==> src/rtl/softex_lane_sync.sv <==
// softex_lane_sync
// Per-operation barrier between softex_ctrl and the SoftEx datapath lanes.
// Accepts one command at a time, launches the enabled lanes with a single
// start pulse, waits until every enabled lane has reported completion and
// then returns one aggregated done pulse. Completion pulses from lanes that
// are not pending raise a sticky error flag. A saturating counter records
// how long the operation took.
//
// state  | meaning
// -------+---------------------------------------------------------------
// IDLE   | ready for a command; outputs held from the last operation
// LAUNCH | one cycle; start pulse to every lane in the latched mask
// WAIT   | collecting completions until no lane remains pending
// DONE   | one cycle; aggregated done pulse, then back to IDLE

module softex_lane_sync #(
   parameter int NUM_LANES = 4,
   parameter int LEN_WIDTH = 16,
   parameter int OP_WIDTH  = 2,
   parameter int CYC_WIDTH = 32
) (
   input  logic                 clk_i,
   input  logic                 rst_i,
   input  logic                 clear_i,

   input  logic                 cmd_valid_i,
   output logic                 cmd_ready_o,
   input  logic [OP_WIDTH-1:0]  cmd_op_i,
   input  logic [LEN_WIDTH-1:0] cmd_len_i,
   input  logic [NUM_LANES-1:0] lane_enable_i,

   output logic [NUM_LANES-1:0] lane_start_o,
   output logic [OP_WIDTH-1:0]  lane_op_o,
   output logic [LEN_WIDTH-1:0] lane_len_o,
   input  logic [NUM_LANES-1:0] lane_done_i,

   output logic                 done_o,
   output logic                 busy_o,
   output logic                 err_o,
   output logic [CYC_WIDTH-1:0] cycles_o
);

   typedef enum logic [1:0] {
      ST_IDLE   = 2'd0,
      ST_LAUNCH = 2'd1,
      ST_WAIT   = 2'd2,
      ST_DONE   = 2'd3
   } state_t;

   state_t               state_q;
   state_t               state_d;

   logic [NUM_LANES-1:0] mask_q;
   logic [NUM_LANES-1:0] pending_q;
   logic [NUM_LANES-1:0] pending_d;
   logic [OP_WIDTH-1:0]  op_q;
   logic [LEN_WIDTH-1:0] len_q;
   logic [CYC_WIDTH-1:0] cycles_q;
   logic                 err_q;

   logic                 soft_rst;
   logic                 accept;
   logic                 zero_work;
   logic                 counting;
   logic                 cycles_max;
   logic [NUM_LANES-1:0] spurious;

   // clear_i behaves exactly like a reset, so both are folded into one term.
   assign soft_rst   = rst_i | clear_i;

   assign accept     = (state_q == ST_IDLE) && cmd_valid_i;

   // A command with no lanes or no elements skips straight to DONE so the
   // controller still sees a done pulse without any lane being disturbed.
   assign zero_work  = (lane_enable_i == '0) || (cmd_len_i == '0);

   // Any completion on a lane that is not currently pending is an error,
   // whatever the state; pending is all-zero outside WAIT.
   assign spurious   = lane_done_i & ~pending_q;

   assign counting   = (state_q == ST_LAUNCH) || (state_q == ST_WAIT);
   assign cycles_max = (cycles_q == '1);

   // State register and pending-lane bookkeeping.
   always_ff @(posedge clk_i) begin
      if (soft_rst) begin
         state_q   <= ST_IDLE;
         pending_q <= '0;
      end else begin
         state_q   <= state_d;
         pending_q <= pending_d;
      end
   end

   // Next-state logic; spurious completion bits are masked out by the AND
   // with pending so they can never retire a lane.
   always_comb begin
      state_d   = state_q;
      pending_d = pending_q;
      case (state_q)
         ST_IDLE: begin
            if (accept) begin
               state_d = zero_work ? ST_DONE : ST_LAUNCH;
            end
         end
         ST_LAUNCH: begin
            pending_d = mask_q;
            state_d   = ST_WAIT;
         end
         ST_WAIT: begin
            pending_d = pending_q & ~lane_done_i;
            if (pending_d == '0) begin
               state_d = ST_DONE;
            end
         end
         ST_DONE: begin
            state_d = ST_IDLE;
         end
         default: begin
            state_d   = ST_IDLE;
            pending_d = '0;
         end
      endcase
   end

   // Command latch: mask, op and length are captured only on accept and held
   // until the next accepted command.
   always_ff @(posedge clk_i) begin
      if (soft_rst) begin
         mask_q <= '0;
         op_q   <= '0;
         len_q  <= '0;
      end else if (accept) begin
         mask_q <= lane_enable_i;
         op_q   <= cmd_op_i;
         len_q  <= cmd_len_i;
      end
   end

   // Operation cycle counter: zeroed on accept, counts LAUNCH and WAIT
   // cycles, saturates at all-ones and holds through DONE and IDLE.
   always_ff @(posedge clk_i) begin
      if (soft_rst) begin
         cycles_q <= '0;
      end else if (accept) begin
         cycles_q <= '0;
      end else if (counting && !cycles_max) begin
         cycles_q <= cycles_q + CYC_WIDTH'(1);
      end
   end

   // Sticky spurious-completion flag; only a reset or clear drops it.
   always_ff @(posedge clk_i) begin
      if (soft_rst) begin
         err_q <= 1'b0;
      end else if (spurious != '0) begin
         err_q <= 1'b1;
      end
   end

   // Outputs come from state and registers only, never from inputs.
   always_comb begin
      cmd_ready_o  = (state_q == ST_IDLE);
      busy_o       = (state_q != ST_IDLE);
      done_o       = (state_q == ST_DONE);
      lane_start_o = (state_q == ST_LAUNCH) ? mask_q : '0;
      lane_op_o    = op_q;
      lane_len_o   = len_q;
      cycles_o     = cycles_q;
      err_o        = err_q;
   end

endmodule

==> config.mk <==
export PLATFORM = sky130hd
export DESIGN_NAME = softex_lane_sync
export DESIGN_NICKNAME = d
export VERILOG_FILES = /design/src/rtl/softex_lane_sync.sv
export SDC_FILE = /design/constraint.sdc
export NUM_CORES = 1
export LEC_CHECK = 0
export CAP_MARGIN = 20
export CELL_PAD_IN_SITES_DETAIL_PLACEMENT = 0
export CELL_PAD_IN_SITES_GLOBAL_PLACEMENT = 2
export CORE_UTILIZATION = 25
export CTS_CLUSTER_DIAMETER = 120
export DETAILED_ROUTE_END_ITERATION = 10
export GPL_TIMING_DRIVEN = 0
export MAX_ROUTING_LAYER = met4
export PLACE_DENSITY = 0.83
export SLEW_MARGIN = 10
export SYNTH_ARGS = -nofsm -noshare
export SYNTH_HDL_FRONTEND = slang
export SYNTH_SLANG_ARGS = --single-unit
export TNS_END_PERCENT = 1
==> constraint.sdc <==
create_clock -name clk_i -period 2.2 [get_ports clk_i]
set_input_delay 0.55 -clock clk_i [delete_from_list [all_inputs] [get_ports clk_i]]
set_output_delay 0.55 -clock clk_i [all_outputs]
set_load 0.01 [all_outputs]
# --- After elaboration in Yosys (flattened, before gate mapping) ---
# Index checks and enable logic that the tools add are counted.
word_totals:
  ff_bits: 61
  latchBits: 0
  ramBits: 0
  mem_bits_ro: 0
  in_bits: 30
  out_inout_bits: 58
  n_memories: 0
op_classes:
  add_sub_neg: 1
  n_mul: 0
  div: 0
  magnitude_cmp: 0
  n_eq_ne: 6
  shift: 0
  mux: 6
  bitwise_logic: 5
  n_reduce_logical: 14
op_table:
  columns: ["operator", "count"]
  rows:
  - ["adder 32 x 1 -> 32 bit (second input constant)", 1]
  - ["== test 32 bit (second input constant)", 1]
  - ["logical NOT 16 bit", 1]
  - ["AND 4 bit", 2]
  - ["logical NOT 4 bit", 2]
  - ["inverter 4 bit", 2]
  - ["one-hot mux 2 bit (4 select lines)", 1]
  - ["one-hot mux 4 bit (2 select lines)", 1]
  - ["2-to-1 mux 2 bit", 3]
  - ["== test 2 bit (second input constant)", 2]
  - ["2-to-1 mux 4 bit", 1]
  - ["!= test 2 x 1 -> 1 bit (second input constant)", 2]
  - ["nonzero test 2 bit", 2]
  - ["nonzero test 4 bit", 1]
  - ["== test 2 x 1 -> 1 bit (second input constant)", 1]
  - ["logical AND 1 bit", 2]
  - ["logical NOT 2 bit", 1]
  - ["logical OR 1 bit", 2]
  - ["AND reduction 2 bit", 1]
  - ["OR reduction 2 bit", 1]
  - ["logical NOT 1 bit", 1]
  - ["OR 1 bit", 1]

# --- Depth between registers and ports, before layout ---
depth:
  depth_word: 5
  ltp_mapped: 8

# --- Worst setup path after synthesis ---
# No wires, ideal clock.
synth_timing:
  path_kind: "reg2reg"
  startpoint: "reg state_q[0]"
  endpoint: "reg cycles_q[28], in the netlist cycles_o[28]"
  setup_time_ns: 0.128
  arrival_ns: 1.829
  required_ns: 2.072
  slack_ns: 0.244
  path_stages_with_launch: 9
  path_cell_list: "dfxtp_1 inv_1 ha_1 clkbuf_1 nand4_1 nor4_1 nand4_1 xor2_1 nor2_1"
synth_via:
  elab_chain_len: 3
  word_cells_on_any_way: 7
synth_rtl:
  columns: ["element", "line_no", "rtl"]
  rows:
  - ["start: declaration", "50", "state_t state_q;"]
  - ["start signal: assignment", "90", "state_q <= state_d;"]
  - ["== test 2 x 1 -> 1 bit or == test 2 bit (tied branches)", "81", "assign counting = (state_q == ST_LAUNCH) || (state_q == ST_WAIT);"]
  - ["logical OR 1 bit *", "81", null]
  - ["net counting", "64", "logic counting;"]
  - ["logical AND 1 bit *", "147", "end else if (counting && !cycles_max) begin"]
  - ["end signal: assignment", "148", "cycles_q <= cycles_q + CYC_WIDTH'(1);"]
  - ["end: declaration", "58", "logic [CYC_WIDTH-1:0] cycles_q;"]
# Mark *: on every way through the listed nets, which the timed path passes. The rest lies on a longest branch.
# A chain may end at the register's enable or synchronous reset.

# --- Worst setup path in the final report ---
layout_timing:
  startpoint: "reg state_q[1]"
  endpoint: "out cmd_ready_o"
layout_via:
  elab_chain_len: 1
layout_rtl:
  columns: ["element", "line_no", "rtl"]
  rows:
  - ["logical NOT 2 bit", "163", "cmd_ready_o = (state_q == ST_IDLE);"]
  - ["end: declaration", "27", "output logic cmd_ready_o,"]
# No other way between the ends.

==> impl_summary.log <==
[metrics] router iterations before antenna repair: 7
[metrics] kind of start point of the critical path: flop
[metrics] post-DR wirelength/cell: 14.8 um
[metrics] category of the most critical setup path: reg2out
[metrics] post-synthesis cell type count: 48
[metrics] Hold Path Class: reg2reg
[metrics] run status: finished, violations left
[metrics] vias in the first global route: between 2k and 3k
[metrics] Cells after DPL: 588
[metrics] post-synthesis instance total: ~360
[metrics] violations in the final reports: design-rule violations
[metrics] stage delay of the slowest cell on the critical path: 0.54 ns
[metrics] area growth from synthesis to final layout: 47.5%
[metrics] setup repair after global routing missed its margin: no
[metrics] placed wire-length estimate: 6690 um
[metrics] Worst Path Buf+Inv: 2
[metrics] starting DRC count in detailed routing: 118
[metrics] pin count of the biggest net entering global routing: 11
[metrics] sequential element share of the synthesized area: 0.409
[metrics] Worst Max-Slew Pin Slew: 0.615 ns
[metrics] peak supply drop: ~0.35 mV
[metrics] YS warnings: 0
[metrics] critical path endpoint category: output port
[metrics] hold bufs inserted after CTS: 0
[metrics] cell at the root of the clock tree: sky130_fd_sc_hd__clkbuf_16
[metrics] fraction of registers with async set or reset after synthesis: 0
[metrics] library cell with the largest summed area after synthesis: sky130_fd_sc_hd__dfxtp_1
[metrics] remaining antenna violation count after routing: 0
[metrics] final sum of negative setup slack: 0 ns
[metrics] power density of the placed cells: about 630 nW/um^2
[metrics] Layout Skew: between 0.006 and 0.007 ns
[metrics] average footprint of a synthesized cell: around 8.3 sq um
[metrics] Max Clk Rate: 0.481 GHz
[metrics] level count of the clock H-tree: 3
[metrics] # nets final: ~490
[metrics] ratio of cells with drive above 1 in the final layout: 0.102
[metrics] final-layout fill cell count: 1196
[metrics] quantity of I/O buffers inserted on ports: 87
[metrics] final hold viol count: 0
[metrics] CTS Buf Count: 9
[metrics] clock tree from TritonCTS: done
[metrics] core area: 11500 sq um
[metrics] initial antenna violation count: 0
[metrics] netlist area before placement: 2980 sq um
[metrics] largest fanout on the critical path: 7
[metrics] # setup viols final: 0
[metrics] io pins: 88
[metrics] data arrival at the endpoint of the critical path: 1.53 ns
[metrics] worst slew margin relative to its limit: 0.590
[metrics] Final Wtd Congestion: 0.813
[metrics] Req. time, crit path: between 1.5 and 2 ns
[metrics] number of buffers on the longest clock path: 2
[metrics] Site Rows: 39
[metrics] Tmin final: 2.08 ns
[metrics] top area cells in the synthesized netlist: sky130_fd_sc_hd__dfxtp_1, sky130_fd_sc_hd__a21oi_1, sky130_fd_sc_hd__nand2_1, sky130_fd_sc_hd__or4_1, sky130_fd_sc_hd__nor2_1
[metrics] fraction of the cycle the final worst path needs: 0.945
[metrics] overall die area: 12400 sq um
[metrics] Clock Pin Slew Worst Setup and Hold Paths: about 0.050 ns
[metrics] area share of the largest cell type after synthesis: 0.409
[metrics] count of max-cap constraint violations: 0
[metrics] total congestion overflow: 0
[metrics] Total Power Consumption: 2.76 mW
[metrics] clk sinks: 61
[metrics] final max-slew violation count: 0
[metrics] insertion delay to the later sink of the worst-skew pair: 0.33 ns
[metrics] final standard cell count with taps included and fillers excluded: 605
[metrics] width of the chip: 111 um
[metrics] Initial Util: 0.259
[metrics] dominant register cell in the synthesized netlist: sky130_fd_sc_hd__dfxtp_1
[metrics] CP delay by family, top: buffers and inverters
[metrics] flops & latches, synth: 61
[metrics] net count of the mapped netlist: a little under 400
[metrics] Critical Path, Cell by Cell: inv_1 -> ha_4 -> clkdlybuf4s50_1
[metrics] count of flip-flops with a built-in enable after synthesis: 0
[metrics] post-DR vias/cell: 5.00
[metrics] global-route wire length before repair: 14600 um
[metrics] y dimension of the die: between 100 and 150 um
[metrics] DRT Wirelength: roughly 9000 um
[metrics] LEAKAGE: roughly 1.5 nW
[metrics] worst-path cell with the longest stage delay: sky130_fd_sc_hd__clkdlybuf4s50_1
[metrics] GR Util All Layers: 0.153
[metrics] diode insertion count for antenna repair: 0
[metrics] drc violations: 12
[metrics] vias: 3022
## where the power goes
group	switching, mW	internal [mW]	leakage [nW]
combinational	0.115	0.110	0.866
clock	0.494	0.904	0.143
sequential	0.0111	1.12	0.495
total	0.620	2.14	1.50
## final cells by class
| class | count | area, sq um | share of cell area |
|---|---|---|---|
| multi-input cells | 267 | 1670 | 0.380 |
| flip-flops and latches | 61 | 1230 | 0.279 |
| repair buffers | 88 | 876 | 0.199 |
| clock buffers | 12 | 246 | 0.0560 |
| well taps | 143 | 179 | 0.0407 |
| plain buffers | 19 | 113 | 0.0256 |
| clock inverters | 4 | 47.5 | 0.0108 |
| inverters | 11 | 41.3 | 0.00938 |
## worst min-delay path, delay by kind of cell (launching register included)
| family | cells | cell delay [ns] |
|---|---|---|
| and+or+nand+nor | 1 | 0.05 |
| AOI/OAI and AO/OA | 1 | 0.05 |
| DFF | 1 | 0.31 |
## repair_timing
item | 4_1_cts | 5_1_grt
endpoints found under the setup margin | 14 | 14
buffers inserted | 0 | 1
pin swaps | 1 | 2
gates resized for setup | 13 | 10
cloned | 0 | 0
## placed cells by master (no fill, tap or decap), drive strengths merged, types with 3 or more instances in the layout
master / instances
a21oi: 45
a22oi: 4
a31oi: 3
and2: 6
and3: 8
and4: 7
buf: 8
clkbuf: 24
clkdlybuf4s50: 82
dfxtp: 61
dlygate4sd2: 4
ha: 5
inv: 11
nand2: 57
nand3: 10
nand4: 16
nor2: 24
nor2b: 5
nor4: 7
o21ai: 13
o31ai: 11
or3: 8
or4: 13
xnor2: 4
xor2: 6
## path summary, 6_finish.rpt
check	from	to	slack, ns	cells after the start
worst min-delay path	lane_len_o[6]	lane_len_o[6]	0.45	2
worst min register to register	lane_len_o[6]	lane_len_o[6]	0.45	2
worst max register to register	state_q[1]	cycles_o[11]	0.15	7
worst max-delay path	state_q[1]	cmd_ready_o	0.12	3
## cell families (layout without fill, tap and decap cells)
family / count (synthesis) / count (layout) / synth area share
and+or+nand+nor: 166 / 166 / 0.313
AOI/OAI and AO/OA: 85 / 85 / 0.175
DFF: 61 / 61 / 0.409
buffers and inverters: 30 / 134 / 0.0491
xor gates and xnor gates: 10 / 10 / 0.0293
adders and majority gates: 5 / 5 / 0.0210
muxes: 1 / 1 / 0.00335
## synth_stat cells (2+ instances only)
master / number
sky130_fd_sc_hd__dfxtp_1: 61
sky130_fd_sc_hd__nand2_1: 56
sky130_fd_sc_hd__a21oi_1: 44
sky130_fd_sc_hd__nor2_1: 24
sky130_fd_sc_hd__nand4_1: 14
sky130_fd_sc_hd__or4_1: 13
sky130_fd_sc_hd__clkbuf_1: 12
sky130_fd_sc_hd__inv_1: 11
sky130_fd_sc_hd__o31ai_1: 11
sky130_fd_sc_hd__nand3_1: 9
sky130_fd_sc_hd__and3_1: 8
sky130_fd_sc_hd__o21ai_0: 7
sky130_fd_sc_hd__or3_1: 7
sky130_fd_sc_hd__and2_1: 6
sky130_fd_sc_hd__o21ai_1: 6
sky130_fd_sc_hd__xor2_1: 6
sky130_fd_sc_hd__and4_1: 5
sky130_fd_sc_hd__ha_1: 5
sky130_fd_sc_hd__nor2b_1: 5
sky130_fd_sc_hd__nor4_1: 5
sky130_fd_sc_hd__a22oi_1: 4
sky130_fd_sc_hd__xnor2_1: 4
sky130_fd_sc_hd__a31oi_1: 3
sky130_fd_sc_hd__buf_2: 3
sky130_fd_sc_hd__a311oi_1: 2
sky130_fd_sc_hd__buf_6: 2
sky130_fd_sc_hd__nand2b_1: 2
sky130_fd_sc_hd__nand4_4: 2
sky130_fd_sc_hd__nor4_4: 2
## stage by stage
stage          cell area, sq um  hold slack, ns   util  setup WS, ns
3_3_place_gp               4030           0.442  0.350        -0.201
5_1_grt                    4400           0.474  0.382        0.0155
6_report                   4400           0.453  0.382         0.121
4_1_cts                    4350           0.456  0.378        0.0373
3_5_place_dp               4030           0.448  0.350        -0.246
2_1_floorplan              2980           0.445      -         0.244
## flip-flops by register name, summed over array words and instances (netlist names)
name,cells
cycles_o,32
err_o,1
lane_len_o,16
lane_op_o,2
mask_q,4
pending_q,4
state_q,2
## routing by layer
layer | track usage | wire, um | vias up
met2 | 0.256 | 4330 | 85
met4 | 0.0468 | 51 | 0
met5 | - | 0 | -
met3 | 0.0492 | 579 | 4
met1 | 0.173 | 3990 | 1423
li1 | - | - | 1510
No activity file was read; power rests on OpenSTA's default activity.
